**src/rtl/pipe_hazard_ctrl.sv**
```systemverilog
// Pipeline stall/flush controller.
// Turns per-stage stall requests into per-stage hold enables and bubble
// inserts, sequences redirect flushes (holding them pending while the
// issuing stage is stalled), and keeps stall statistics plus a watchdog.
module pipe_hazard_ctrl #(
  parameter int NUM_STAGES = 5,
  parameter int SW         = 3,
  parameter int CNT_W      = 32,
  parameter int TIMEOUT    = 1024
) (
  input  logic                  clk,
  input  logic                  rst_n,
  input  logic                  rdy,
  input  logic [NUM_STAGES-1:0] stall_req,
  input  logic                  flush_req,
  input  logic [SW-1:0]         flush_stage,
  input  logic                  clr_stats,
  output logic [NUM_STAGES-1:0] stall,
  output logic [NUM_STAGES-1:0] bubble,
  output logic [NUM_STAGES-1:0] flush,
  output logic                  flush_pending,
  output logic [CNT_W-1:0]      stall_cycles,
  output logic                  stall_timeout
);

  // Watchdog counter only needs to reach TIMEOUT; keep at least one bit.
  localparam int WD_W = (TIMEOUT < 2) ? 1 : $clog2(TIMEOUT + 1);
  localparam logic [WD_W-1:0] WD_MAX = WD_W'(TIMEOUT);
  localparam logic [NUM_STAGES-1:0] RST_STALL = NUM_STAGES'(1);

  logic [NUM_STAGES-1:0] enc_stall_s;
  logic [NUM_STAGES-1:0] enc_bubble_s;
  logic                  acc_s;
  logic                  new_valid_s;
  logic                  cand_valid_s;
  logic [SW-1:0]         cand_stage_s;
  logic                  blocked_s;
  logic                  fire_s;
  logic [NUM_STAGES-1:0] stall_s;
  logic [NUM_STAGES-1:0] bubble_s;
  logic [NUM_STAGES-1:0] flush_s;
  logic                  pend_valid_nxt_s;
  logic [SW-1:0]         pend_stage_nxt_s;
  logic [WD_W-1:0]       wd_nxt_s;

  logic                  pend_valid_r;
  logic [SW-1:0]         pend_stage_r;
  logic [CNT_W-1:0]      stall_cycles_r;
  logic [WD_W-1:0]       wd_r;
  logic                  stall_timeout_r;

  // Priority encode: every stage at or below the oldest stalling stage holds.
  always_comb begin
    acc_s        = 1'b0;
    enc_stall_s  = '0;
    enc_bubble_s = '0;
    for (int i = NUM_STAGES - 1; i >= 0; i--) begin
      acc_s          = acc_s | stall_req[i];
      enc_stall_s[i] = acc_s;
    end
    for (int i = 1; i < NUM_STAGES; i++) begin
      enc_bubble_s[i] = enc_stall_s[i-1] & ~enc_stall_s[i];
    end
  end

  // Flush candidate selection and fire decision; the older stage always wins.
  always_comb begin
    new_valid_s = flush_req & (flush_stage >= SW'(1)) &
                  (flush_stage <= SW'(NUM_STAGES - 1));
    if (pend_valid_r && new_valid_s) begin
      cand_stage_s = (flush_stage > pend_stage_r) ? flush_stage : pend_stage_r;
    end else if (new_valid_s) begin
      cand_stage_s = flush_stage;
    end else begin
      cand_stage_s = pend_stage_r;
    end
    cand_valid_s = pend_valid_r | new_valid_s;
    blocked_s    = 1'b0;
    for (int i = 0; i < NUM_STAGES; i++) begin
      blocked_s = blocked_s | (stall_req[i] & (SW'(i) >= cand_stage_s));
    end
    fire_s = cand_valid_s & rdy & ~blocked_s;
  end

  // Per-stage outputs: rdy=0 freezes all, a firing flush releases all holds.
  always_comb begin
    stall_s  = '0;
    bubble_s = '0;
    flush_s  = '0;
    if (!rdy) begin
      stall_s = '1;
    end else if (fire_s) begin
      for (int i = 1; i < NUM_STAGES; i++) begin
        flush_s[i] = (SW'(i) <= cand_stage_s);
      end
    end else begin
      stall_s  = enc_stall_s;
      bubble_s = enc_bubble_s;
    end
  end

  // Pending flush next state: clear on fire, otherwise latch the candidate.
  always_comb begin
    pend_valid_nxt_s = pend_valid_r;
    pend_stage_nxt_s = pend_stage_r;
    if (fire_s) begin
      pend_valid_nxt_s = 1'b0;
      pend_stage_nxt_s = '0;
    end else if (cand_valid_s) begin
      pend_valid_nxt_s = 1'b1;
      pend_stage_nxt_s = cand_stage_s;
    end else begin
      pend_valid_nxt_s = pend_valid_r;
      pend_stage_nxt_s = pend_stage_r;
    end
  end

  // Watchdog next value: counts consecutive stalled ready cycles, rdy=0 holds.
  always_comb begin
    wd_nxt_s = wd_r;
    if (clr_stats) begin
      wd_nxt_s = '0;
    end else if (!rdy) begin
      wd_nxt_s = wd_r;
    end else if (|stall_req) begin
      wd_nxt_s = (wd_r >= WD_MAX) ? WD_MAX : wd_r + WD_W'(1);
    end else begin
      wd_nxt_s = '0;
    end
  end

  // Pending flush register.
  always_ff @(posedge clk or negedge rst_n) begin
    if (!rst_n) begin
      pend_valid_r <= 1'b0;
      pend_stage_r <= '0;
    end else begin
      pend_valid_r <= pend_valid_nxt_s;
      pend_stage_r <= pend_stage_nxt_s;
    end
  end

  // Saturating frontend-stall cycle counter; clear beats increment.
  always_ff @(posedge clk or negedge rst_n) begin
    if (!rst_n) begin
      stall_cycles_r <= '0;
    end else if (clr_stats) begin
      stall_cycles_r <= '0;
    end else if (rdy && stall_s[1] && !fire_s && (stall_cycles_r != '1)) begin
      stall_cycles_r <= stall_cycles_r + CNT_W'(1);
    end else begin
      stall_cycles_r <= stall_cycles_r;
    end
  end

  // Watchdog counter and sticky timeout flag; TIMEOUT=0 never sets the flag.
  always_ff @(posedge clk or negedge rst_n) begin
    if (!rst_n) begin
      wd_r            <= '0;
      stall_timeout_r <= 1'b0;
    end else begin
      wd_r <= wd_nxt_s;
      if (clr_stats) begin
        stall_timeout_r <= 1'b0;
      end else if ((TIMEOUT != 0) && (wd_nxt_s == WD_MAX)) begin
        stall_timeout_r <= 1'b1;
      end else begin
        stall_timeout_r <= stall_timeout_r;
      end
    end
  end

  // Combinational outputs snap to their reset values while rst_n is low.
  assign stall         = rst_n ? stall_s  : RST_STALL;
  assign bubble        = rst_n ? bubble_s : '0;
  assign flush         = rst_n ? flush_s  : '0;
  assign flush_pending = pend_valid_r;
  assign stall_cycles  = stall_cycles_r;
  assign stall_timeout = stall_timeout_r;

endmodule

```
**config.mk**
```make
export PLATFORM = sky130hd
export DESIGN_NAME = pipe_hazard_ctrl
export DESIGN_NICKNAME = d
export VERILOG_FILES = /design/src/rtl/pipe_hazard_ctrl.sv
export SDC_FILE = /design/constraint.sdc
export NUM_CORES = 1
export LEC_CHECK = 0
export ABC_AREA = 1
export ABC_CLOCK_PERIOD_IN_PS = 2580
export BUFFER_PORTS_ARGS = -buffer_cell sky130_fd_sc_hd__buf_2
export CORE_MARGIN = 2
export CORE_UTILIZATION = 30
export CTS_CLUSTER_DIAMETER = 60
export DETAILED_ROUTE_END_ITERATION = 7
export PLACE_DENSITY = 0.51
export SLEW_MARGIN = 20
export SYNTH_ARGS = -nofsm -noshare
export SYNTH_HDL_FRONTEND = slang
export SYNTH_SLANG_ARGS = --single-unit
```
**constraint.sdc**
```tcl
create_clock -name clk -period 2.58 [get_ports clk]
set_input_delay 0.258 -clock clk [delete_from_list [all_inputs] [get_ports clk]]
set_output_delay 0.258 -clock clk [all_outputs]
set_load 0.02 [all_outputs]
```
== Word-level counts from Yosys, hierarchy flattened ==
Index checks and enable logic that the tools add are counted.
Word-level totals
  memory bits (read-only): 0
  input port bits: 13
  logic and storage cells: 82
  memories: 0
  output and inout bits: 49
  bits in registers: 48
  bits in latches: 0
  memory bits (writable): 0
Cells by class
  bitwise operators: 27
  divide/modulo/power cells: 0
  reductions and logical operators: 9
  add/subtract/negate cells: 2
  $mul: 0
  magnitude comparators: 13
  mux-type cells: 24
  shift-type cells: 0
  equality and inequality tests: 2
Operator list (number)
  $mux W32: 2
  $mux W11: 4
  $mux W5: 7
  $add A32 B1 Y32 const B: 1
  $ne A32 B32 Y1 const B: 1
  $mux W3: 5
  $and A1 B1 Y1: 13
  $add A11 B1 Y11 const B: 1
  $eq A11 B11 Y1 const B: 1
  $ge A11 B11 Y1 const B: 1
  $or A1 B1 Y1: 9
  $mux W4: 2
  $ge A1 B3 Y1 const A: 2
  $ge A2 B3 Y1 const A: 2
  $le A2 B3 Y1 const A: 2
  $reduce_bool A2 Y1: 3
  $not A1 Y1: 5
  $reduce_or A5 Y1: 1
  $logic_and A1 B1 Y1: 4
  $mux W1: 4
  $ge A3 B1 Y1 const B: 1
  $ge A3 B3 Y1 const A: 1
  $gt A3 B3 Y1: 1
  $le A1 B3 Y1 const A: 1
  3 further kinds: 3

== Logic depth before layout (Yosys ltp) ==
Gate-level depths: netlist of the first run.
  depth in word-level cells: 20
  depth in mapped cells: 18
  depth with buffers taken out: 17

== Worst setup path after synthesis of the first run ==
No wires, ideal clock.
  kind: register -> output
  from: reg pend_stage_r[2]
  to: out flush[1]
  setup slack: 77 ps
  arrival time: 2245 ps
  path buffers: 0
  cell stages (with the launch flop): 14
  data required time: 2322 ps
  cells stage by stage: dfrtp_1 > inv_1 > ha_1 > a21oi_1 > nand2_1 > o21ai_0 > nand2_2 > nand2_4 > nor2_8 > a21oi_1 > nand2_2 > nor2_8 > nand2_1 > a21oi_1
Between the ends
  longest elaborated chain between the ends: 14
  elaborated cells between the ends (all ways): 24
  those cells by class: order compare (7); mux (6); bitwise (11)
RTL lines
  from (decl): line 47  | logic [SW-1:0] pend_stage_r;
  from (signal assigned): line 139  | pend_stage_r <= pend_stage_nxt_s;
  $gt A3 B3 Y1: line 71  | cand_stage_s = (flush_stage > pend_stage_r) ? flush_stage : pend_stage_r;
  $mux W3: line 71
  $mux W3 *: line 70  | if (pend_valid_r && new_valid_s) begin
  $ge A1 B3 Y1: line 80  | blocked_s = blocked_s | (stall_req[i] & (SW'(i) >= cand_stage_s));
  $and A1 B1 Y1: line 80
  $or A1 B1 Y1 (4 in a row): line 80
  $not A1 Y1: line 82  | fire_s = cand_valid_s & rdy & ~blocked_s;
  $and A1 B1 Y1: line 82
  $mux W4 *: line 92  | end else if (fire_s) begin
  $mux W4 *: line 90  | if (!rdy) begin
  $mux W5 *: line 176  | assign flush = rst_n ? flush_s : '0;
  to (decl): line 20  | output logic [NUM_STAGES-1:0] flush,
Every way passes the cells marked *; elsewhere a longest branch is shown, timed or not.

== Worst setup path after layout of the first run ==
  from: reg pend_stage_r[2]
  to: out flush[3]
The elaborated chain is that of the path after synthesis.

==> impl_metrics.py, run 1 <==
metrics = {
    "setup_path": {
        "crit_family": "simple AND/OR/NAND/NOR gates",
        "critical_path_class": "register to output pin",
        "crit_path_max_fanout": 5,
        "path_cells": "inv_2 -> ha_4 -> a21oi_2 -> nand2_2 -> o21ai_2 -> nand2_2 -> nand3_1 -> nand2_1 -> a21oi_2 -> nand2_2 -> nor2_8 -> nand2_4 -> a21oi_2 -> buf_4",
        "cp_data_required_time_ns": 2.32,
        "cp_num_buf_inv": 2,
        "startpoint_type": "register",
        "max_stage_delay_ns": 0.38,
        "endpoint_kind": "output pin",
        "arrival_ns": 2.40,
        "crit_slowest_cell": "dfrtp_1",
    },
    "sta": {
        "slew_violations": 0,
        "clock_skew_ns": 0.00796,
        "timing.fmax_mhz": 376,
        "setup_viol": 12,
        "period_share_pct": 103,
        "rsz0062_at_grt": "yes",
        "slew_headroom_pct": 45.7,
        "final.setup.tns_ns": -0.610,
        "fin_crit_ns": 2.66,
        "hold_violations": 0,
        "tightest_slew_ns": 0.815,
        "layout_setup_ws_ns": -0.0773,
    },
    "global_route": {
        "antenna_found_initial": 0,
        "grt_pass1_vias": 3607,
        "grt_pass1_wl_um": 18200,
        "grt.total_usage_pct": 15.8,
        "grt_max_degree": 65,
        "grt-ovfl-total": 0,
    },
    "floorplan": {
        "fp-row-count": 41,
        "dieArea_sq_um": 13800,
        "die_y_um": 117,
        "io_pins": 62,
        "coreArea_sq_um": 12600,
        "dieWidth_um": 117,
        "initial_utilization_pct": 30.7,
    },
    "yosys": {
        "synth_xor_area_share_pct": 6.80,
        "synth_top_family_by_area": "simple AND/OR/NAND/NOR gates",
        "yosysTopAreaCell": "dfrtp_1",
        "yosysWarnings": 0,
        "netlist_instances": 527,
        "synth-main-ff-cell": "dfrtp_1",
        "yosys-top-cells-area": "dfrtp_1, nand2_1, nand3_2, inv_1, nand4_1",
        "synthArstFlopShare_pct": 100,
        "synth_area_sq_um": 3860,
        "synth_common_cells": "nand2_1, inv_1, dfrtp_1",
        "synth.most_common_cell": "nand2_1",
        "synth-compound-area-share_pct": 4.96,
        "synth_edf_count": 0,
        "synth_simple_gate_area_share_pct": 44.0,
        "synthMuxAreaShare_pct": 0,
        "synthAdderAreaFrac_pct": 1.94,
        "ys_seq_elements": 48,
        "syn_area_per_cell_sq_um": 7.33,
        "synth.distinct_cells": 33,
        "yosysTopAreaCellShare_pct": 31.1,
        "seq_area_frac_synth_pct": 31.1,
    },
    "drt": {
        "drt-initial-drc-count": 192,
        "dr.pass1.iters": 5,
        "vias": 3733,
        "remaining_drc_errors": 0,
        "antenna_left": 0,
        "wl_per_cell_um": 13.9,
        "wirelength_um": 10700,
        "avgViaCountPerCell": 4.84,
    },
    "pwr": {
        "p_per_area_nw_per_um2": 532,
        "vdd_ir_drop_max_uv": 209,
        "clkPwrFrac_pct": 26.6,
        "p_int_mw": 1.55,
        "seqPwrFrac_pct": 32.5,
        "power_frac_comb_pct": 40.9,
        "p_switching_mw": 0.983,
        "p_leak_nw": 2.47,
        "switching_share_pct": 38.8,
    },
    "worst_hold_path": {
        "worstHoldPathType": "input pin to asynchronous set/reset pin",
    },
    "cts": {
        "cts_sinks": 48,
        "cts_buffer_depth": 2,
        "cts-root-buf": "clkbuf_16",
        "cts_tree": "built",
        "clk_latency_ns": 0.30,
        "ctsHoldBuffers": 0,
        "htreeDepth": 2,
        "clkTransAtPathRegs_ns": 0.07,
        "cts_buffers": 5,
    },
    "placed_design": {
        "dp_hpwl_um": 7800,
        "gp_congestion": 0.911,
        "dpl.cell_count": 752,
        "numPortBuffers": 59,
        "post-place-ws_ns": 0.00673,
        "dpl_cell_area_sq_um": 4360,
    },
    "finish": {
        "post_route_cells_drive_above_1_share_pct": 30.7,
        "final_cell_area_sq_um": 4760,
        "area_delta_synth_final_pct": 23.3,
        "nets": 617,
        "seqCellArea_sq_um": 1200,
        "fin_util_pct": 37.9,
        "antenna_cells": 0,
        "fillCellCount": 1328,
        "fin_cells": 771,
        "multiInputGateArea_sq_um": 2360,
    },
    "outcome": {
        "violations": "setup timing",
        "status": "finished with violations",
    },
    "flow_run": {
        "maxCapViolations": 0,
    },
}
[through the flow]
| step | hold slack [ns] | power (mW) |
|---|---|---|
| floorplan | -0.0376 | 1.46 |
| global placement | 0.355 | 1.61 |
| detailed placement | 0.356 | 1.62 |
| CTS | 0.0669 | 2.49 |
| global route | 0.0788 | 2.70 |
| finish | 0.0677 | 2.53 |
[state kept, by name, indices dropped and copies added (netlist names)]
name and count:
pend_stage_r 3, stall_timeout 1, stall_cycles 32, flush_pending 1
wd_r 11
[final timing paths]
kind                       cells past startpoint  slack (ns)                to             from
max in group asynchronous                      2        2.25  stall_cycles[26]            rst_n
max reg2reg                                   14        0.28  stall_cycles[25]  stall_cycles[1]
max                                           14       -0.08          flush[3]  pend_stage_r[2]
min                                            2        0.07   stall_cycles[6]            rst_n
min reg2reg                                    2        0.51     stall_timeout    stall_timeout
min in group clk                               2        0.21     stall_timeout        clr_stats
[power by group through the flow]
stage	Clock (mW)	Sequential (mW)	Combinational [mW]
after floorplan	0	0.851	0.604
after global placement	0	0.837	0.773
after detailed placement	0	0.837	0.786
after CTS	0.695	0.823	0.974
after global routing	0.731	0.828	1.14
final	0.673	0.824	1.04
[repair_timing]
item / CTS / global route
endpoints found under the setup margin: 13 / 22
cloned: 0 / 0
buffers inserted: 9 / 2
gates resized for setup: 33 / 14
pin swaps: 12 / 9
[placed cells by master, fill, tap and decap left out, drive strengths merged]
cell,Yosys,final
nand2,128,128
buf,12,84
inv,79,79
nand3,63,63
dfrtp,48,48
nor2,48,48
nand4,42,42
xor2,19,19
nor3,16,16
o21ai,16,16
a21oi,16,16
xnor2,11,11
nor4,9,9
ha,6,6
clkbuf,9,5
conb,1,2
clkinvlp,0,2
o21bai,1,1
a31o,1,1
nand3b,1,1
a21boi,1,1
clkinv,0,1
[cell type report]
cell class	instances	area share [%]
Tap cell	172	4.52
Timing Repair Buffer	84	11.4
Inverter	79	6.23
Sequential cell	48	25.2
Clock inverter	3	0.499
Clock buffer	5	2.63
Multi-Input combinational cell	380	49.5
[metal layers]
layer | up-vias | share of wire [%] | GRT usage [%]
li1 | 1873 | - | -
met1 | 1761 | 46 | 21.5
met2 | 90 | 48 | 26.6
met3 | 9 | 4.4 | 2.71
met4 | 0 | 1.0 | 3.31
met5 | - | 0 | 0
[cell families after synthesis]
kind of cell / Yosys count
other: 1
and+or+nand+nor: 307
buffers and inverters: 100
adders and majority gates: 6
DFF: 48
AOI/OAI and AO/OA: 35
xor gates and xnor gates: 30
(Power assumes the default switching activity.)
==> inputs of run 2 (changes only) <==
==> constraint.sdc (replaced) <==
create_clock -name clk -period 2.58 [get_ports clk]
set_input_delay 0.516 -clock clk [delete_from_list [all_inputs] [get_ports clk]]
set_output_delay 0.516 -clock clk [all_outputs]
set_load 0.02 [all_outputs]
==> impl_metrics.py, run 2 (synthesis results as in run 1) <==
metrics = {
    "drt": {
        "drt-initial-drc-count": 178,
        "antenna_left": 0,
        "dr.pass1.iters": 4,
        "wirelength_um": 11000,
        "wl_per_cell_um": 14.0,
        "remaining_drc_errors": 0,
        "vias": 3751,
        "avgViaCountPerCell": 4.76,
    },
    "cts": {
        "cts_buffers": 5,
        "cts_tree": "built",
        "htreeDepth": 2,
        "cts-root-buf": "clkbuf_16",
        "clk_latency_ns": 0.30,
        "ctsHoldBuffers": 0,
        "cts_buffer_depth": 2,
        "clkTransAtPathRegs_ns": 0.08,
        "cts_sinks": 48,
    },
    "setup_path": {
        "arrival_ns": 2.46,
        "cp_num_buf_inv": 3,
        "endpoint_kind": "output pin",
        "max_stage_delay_ns": 0.38,
        "crit_family": "simple AND/OR/NAND/NOR gates",
        "cp_data_required_time_ns": 2.06,
        "startpoint_type": "register",
        "crit_path_max_fanout": 5,
        "critical_path_class": "register to output pin",
        "crit_slowest_cell": "dfrtp_1",
        "crit_top_cell": "nand2_2",
        "rr_worst_depth": 20,
        "path_cells": "inv_2 -> ha_4 -> nand3b_1 -> nand2_2 -> nand2_2 -> nand2_2 -> nand3_2 -> nand2_4 -> inv_2 -> nand2_2 -> nand2_1 -> nand2_1 -> nand2_2 -> nor2_8 -> nand2_8 -> a21oi_4 -> buf_6",
        "crit_cells": 17,
    },
    "pwr": {
        "p_leak_nw": 2.59,
        "vdd_ir_drop_max_uv": 207,
        "power_mw": 2.83,
        "p_per_area_nw_per_um2": 555,
    },
    "finish": {
        "largest_reg_flops": 32,
        "final_cell_mix": "nand2_1, inv_1, dfrtp_1",
        "mostFrequentLayoutCell": "nand2_1",
        "fillCellCount": 1311,
        "post_route_cells_drive_above_1_share_pct": 33.4,
        "area_delta_synth_final_pct": 32.0,
        "antenna_cells": 0,
        "nets": 634,
    },
    "sta": {
        "slew_violations": 0,
        "slew_headroom_pct": 62.9,
        "tightest_slew_ns": 0.551,
        "layout_setup_ws_ns": -0.396,
        "setup_viol": 13,
        "period_share_pct": 115,
        "fin_crit_ns": 2.98,
        "rsz0062_at_grt": "yes",
        "hold_slack_ns": 0.112,
        "hold_violations": 0,
        "timing.fmax_mhz": 336,
        "clock_skew_ns": 0.0126,
    },
    "global_route": {
        "antenna_found_initial": 0,
        "grt_max_degree": 68,
        "grt.total_usage_pct": 15.7,
        "grt-ovfl-total": 0,
        "grt_pass1_wl_um": 18200,
        "grt_pass1_vias": 3717,
    },
    "placed_design": {
        "post-place-ws_ns": -0.376,
        "numPortBuffers": 59,
        "dp_hpwl_um": 8270,
        "gp_congestion": 0.907,
    },
    "floorplan": {
        "dieArea_sq_um": 13800,
        "fp-row-count": 41,
        "coreArea_sq_um": 12600,
        "die_y_um": 117,
        "initial_utilization_pct": 30.7,
        "io_pins": 62,
        "dieWidth_um": 117,
    },
    "outcome": {
        "status": "finished with violations",
        "violations": "setup timing",
    },
    "flow_run": {
        "maxCapViolations": 0,
    },
    "worst_hold_path": {
        "worstHoldPathType": "input pin to asynchronous set/reset pin",
    },
}
[run 2: final cells by class]
| cell class | count | area, sq um | share of cell area (%) |
|---|---|---|---|
| repair buffers | 101 | 747 | 14.7 |
| clock inverters | 3 | 46.3 | 0.908 |
| well taps | 172 | 215 | 4.22 |
| flip-flops and latches | 48 | 1200 | 23.6 |
| inverters | 79 | 297 | 5.82 |
| multi-input cells | 380 | 2460 | 48.4 |
| clock buffers | 5 | 125 | 2.46 |
[run 2: worst paths after layout]
check	start	endpoint	slack, ns
min reg2reg	stall_timeout	stall_timeout	0.50
min in group clk	clr_stats	stall_timeout	0.46
max in group asynchronous	rst_n	stall_cycles[26]	1.81
max reg2reg	pend_stage_r[2]	stall_cycles[19]	0.01
max	pend_stage_r[2]	flush[3]	-0.40
min	rst_n	wd_r[7]	0.11
[run 2: worst reg2reg max path, stage by stage (launching register included)]
cell,delay [ns]
dfrtp_1,0.40
inv_2,0.09
ha_4,0.21
a21oi_2,0.14
nand2_2,0.11
nand2_2,0.09
nand2_2,0.06
nand3_2,0.08
nand2_4,0.08
buf_4,0.15
nand3_4,0.07
nand3_4,0.07
nand2_4,0.09
inv_2,0.05
nand2_4,0.12
buf_6,0.11
buf_4,0.10
nand3_4,0.12
buf_12,0.20
nand3_2,0.07
nand2_1,0.06
[run 2: repair_timing]
action | 4_1_cts | 5_1_grt
cloned | 0 | 1
resized for setup | 36 | 8
hold endpoints to repair | 0 | 0
endpoints found under the setup margin | 13 | 45
buffers inserted | 3 | 5
pin swaps | 6 | 11
[run 2: power by group]
group	internal, mW	switching [mW]	leakage, nW	total, mW
sequential	0.794	0.0310	0.657	0.825
clock	0.461	0.308	0.0804	0.769
combinational	0.520	0.712	1.85	1.23
total	1.78	1.05	2.59	2.83
[run 2: metal layers]
layer	global-route usage, %	up-vias	wire length, um
li1	-	1898	-
met1	20.8	1767	5180
met2	27.2	74	5240
met3	2.62	12	464
met4	3.16	0	131
met5	0	-	0
[run 2: through the flow]
step | util [%] | area [sq um] | cells | TNS (ns)
after floorplan | - | 4020 | 528 | -0.170
after global placement | 37.3 | 4690 | 772 | -3.01
after detailed placement | 37.3 | 4690 | 772 | -5.20
after CTS | 39.8 | 5010 | 783 | -4.73
after global routing | 40.5 | 5100 | 788 | -10.46
final | 40.5 | 5100 | 788 | -4.71
==> inputs of run 3 (changes only) <==
--- a/config.mk
+++ b/config.mk
@@ -12,7 +12,6 @@
 export CORE_UTILIZATION = 30
 export CTS_CLUSTER_DIAMETER = 60
 export DETAILED_ROUTE_END_ITERATION = 7
-export PLACE_DENSITY = 0.51
 export SLEW_MARGIN = 20
 export SYNTH_ARGS = -nofsm -noshare
 export SYNTH_HDL_FRONTEND = slang
==> impl_metrics.py, run 3 (synthesis results as in run 1) <==
metrics = {
    "cts": {
        "ctsHoldBuffers": 0,
        "cts-root-buf": "clkbuf_16",
        "cts_tree": "built",
        "htreeDepth": 2,
        "cts_buffers": 5,
        "cts_sinks": 48,
        "cts_buffer_depth": 2,
        "clkTransAtPathRegs_ns": 0.06,
        "clk_latency_ns": 0.29,
    },
    "setup_path": {
        "crit_path_max_fanout": 5,
        "max_stage_delay_ns": 0.38,
        "startpoint_type": "register",
        "path_cells": "inv_2 -> ha_4 -> nand3b_1 -> nand2_2 -> nand2_2 -> nand2_2 -> nand3_2 -> nand2_4 -> inv_4 -> nand2_2 -> nand2_1 -> nand2_1 -> nand2_2 -> nor2_8 -> buf_6 -> nor4_4 -> buf_4",
        "crit_top_cell": "nand2_2",
        "critical_path_class": "register to output pin",
        "cp_data_required_time_ns": 2.06,
        "crit_slowest_cell": "dfrtp_1",
        "endpoint_kind": "output pin",
        "arrival_ns": 2.44,
    },
    "finish": {
        "final_cell_area_sq_um": 5050,
        "mostFrequentLayoutCell": "nand2_1",
        "final_cell_mix": "nand2_1, inv_1, dfrtp_1",
        "fin_cells": 784,
        "largest_reg_flops": 32,
        "nets": 629,
        "post_route_cells_drive_above_1_share_pct": 32.9,
        "area_delta_synth_final_pct": 30.7,
    },
    "sta": {
        "timing.fmax_mhz": 338,
        "final.setup.tns_ns": -4.33,
        "hold_violations": 0,
        "tightest_slew_ns": 0.816,
        "hold_slack_ns": 0.485,
        "layout_setup_ws_ns": -0.377,
        "rsz0062_at_grt": "yes",
        "slew_headroom_pct": 45.6,
        "clock_skew_ns": 0.0120,
        "slew_violations": 0,
        "setup_viol": 13,
        "fin_crit_ns": 2.96,
        "period_share_pct": 115,
    },
    "floorplan": {
        "io_pins": 62,
        "initial_utilization_pct": 30.7,
        "dieArea_sq_um": 13800,
        "die_y_um": 117,
        "dieWidth_um": 117,
        "coreArea_sq_um": 12600,
        "fp-row-count": 41,
    },
    "global_route": {
        "antenna_found_initial": 1,
        "grt.total_usage_pct": 16.5,
        "grt_pass1_vias": 3834,
        "grt_pass1_wl_um": 19100,
        "grt-ovfl-total": 0,
        "grt_max_degree": 65,
    },
    "drt": {
        "remaining_drc_errors": 0,
        "antenna_left": 0,
        "wl_per_cell_um": 14.3,
        "avgViaCountPerCell": 4.84,
        "vias": 3794,
        "dr.pass1.iters": 4,
        "wirelength_um": 11200,
        "drt-initial-drc-count": 155,
    },
    "pwr": {
        "p_per_area_nw_per_um2": 556,
        "vdd_ir_drop_max_uv": 223,
        "p_leak_nw": 2.57,
    },
    "outcome": {
        "violations": "setup timing",
        "status": "finished with violations",
    },
    "placed_design": {
        "dpl.cell_count": 769,
        "dpl_cell_area_sq_um": 4660,
        "post-place-ws_ns": -0.345,
        "dp_hpwl_um": 8300,
        "numPortBuffers": 59,
        "gp_congestion": 0.897,
    },
    "worst_hold_path": {
        "worstHoldPathType": "input pin to register",
    },
    "flow_run": {
        "maxCapViolations": 0,
    },
}
==> run 3: repair_timing <==
action | in CTS | in global routing
setup buffers | 3 | 2
resized for setup | 31 | 11
pin swaps | 14 | 4
gates cloned | 0 | 1
setup endpoints to repair | 13 | 45
endpoints found under the hold margin | 0 | 0
==> run 3: area by class of cell <==
type,count,area [sq um]
Fill cell,1340,7520
Multi-Input combinational cell,380,2450
Sequential cell,48,1200
Timing Repair Buffer,96,693
Inverter,79,299
Tap cell,172,215
Clock buffer,7,153
Clock inverter,1,30.0
Antenna cell,1,2.50
==> run 3: final timing paths <==
path | slack, ns | endpoint | cells past startpoint | start
worst max-delay path | -0.38 | bubble[3] | 17 | pend_stage_r[2]
worst min-delay path | 0.48 | stall_timeout | 2 | clr_stats
worst max register to register | 0.05 | stall_cycles[1] | 19 | pend_stage_r[1]
worst min register to register | 0.50 | stall_timeout | 2 | stall_timeout
max in group asynchronous | 1.63 | stall_cycles[10] | 2 | rst_n
min in group asynchronous | 0.53 | stall_cycles[21] | 2 | rst_n
==> run 3: where the power goes <==
| part | total, mW | switching (mW) | internal, mW | leakage, nW |
|---|---|---|---|---|
| sequential | 0.825 | 0.0312 | 0.794 | 0.657 |
| clock | 0.796 | 0.285 | 0.511 | 0.0901 |
| combinational | 1.18 | 0.706 | 0.478 | 1.82 |
| total | 2.81 | 1.02 | 1.78 | 2.57 |
==> run 3: per-stage QoR <==
stage	power [mW]	utilization, %
final	2.81	40.2
after global routing	2.96	40.1
after CTS	2.77	39.5
after detailed placement	1.90	37.0
after global placement	1.88	37.0
after floorplan	1.57	-
==> run 3: worst max-delay path: cells and delay by family (launching register included) <==
kind | cells | cell delay (ns)
and+or+nand+nor | 12 | 1.06
buffers and inverters | 4 | 0.43
DFF | 1 | 0.38
adders and majority gates | 1 | 0.27
==> run 3: routing by layer <==
layer,GRT usage (%),up-vias,routed length [um]
li1,-,1892,-
met1,21.4,1816,5220
met2,29.0,77,5450
met3,2.62,9,419
met4,3.31,0,108
met5,0,-,0
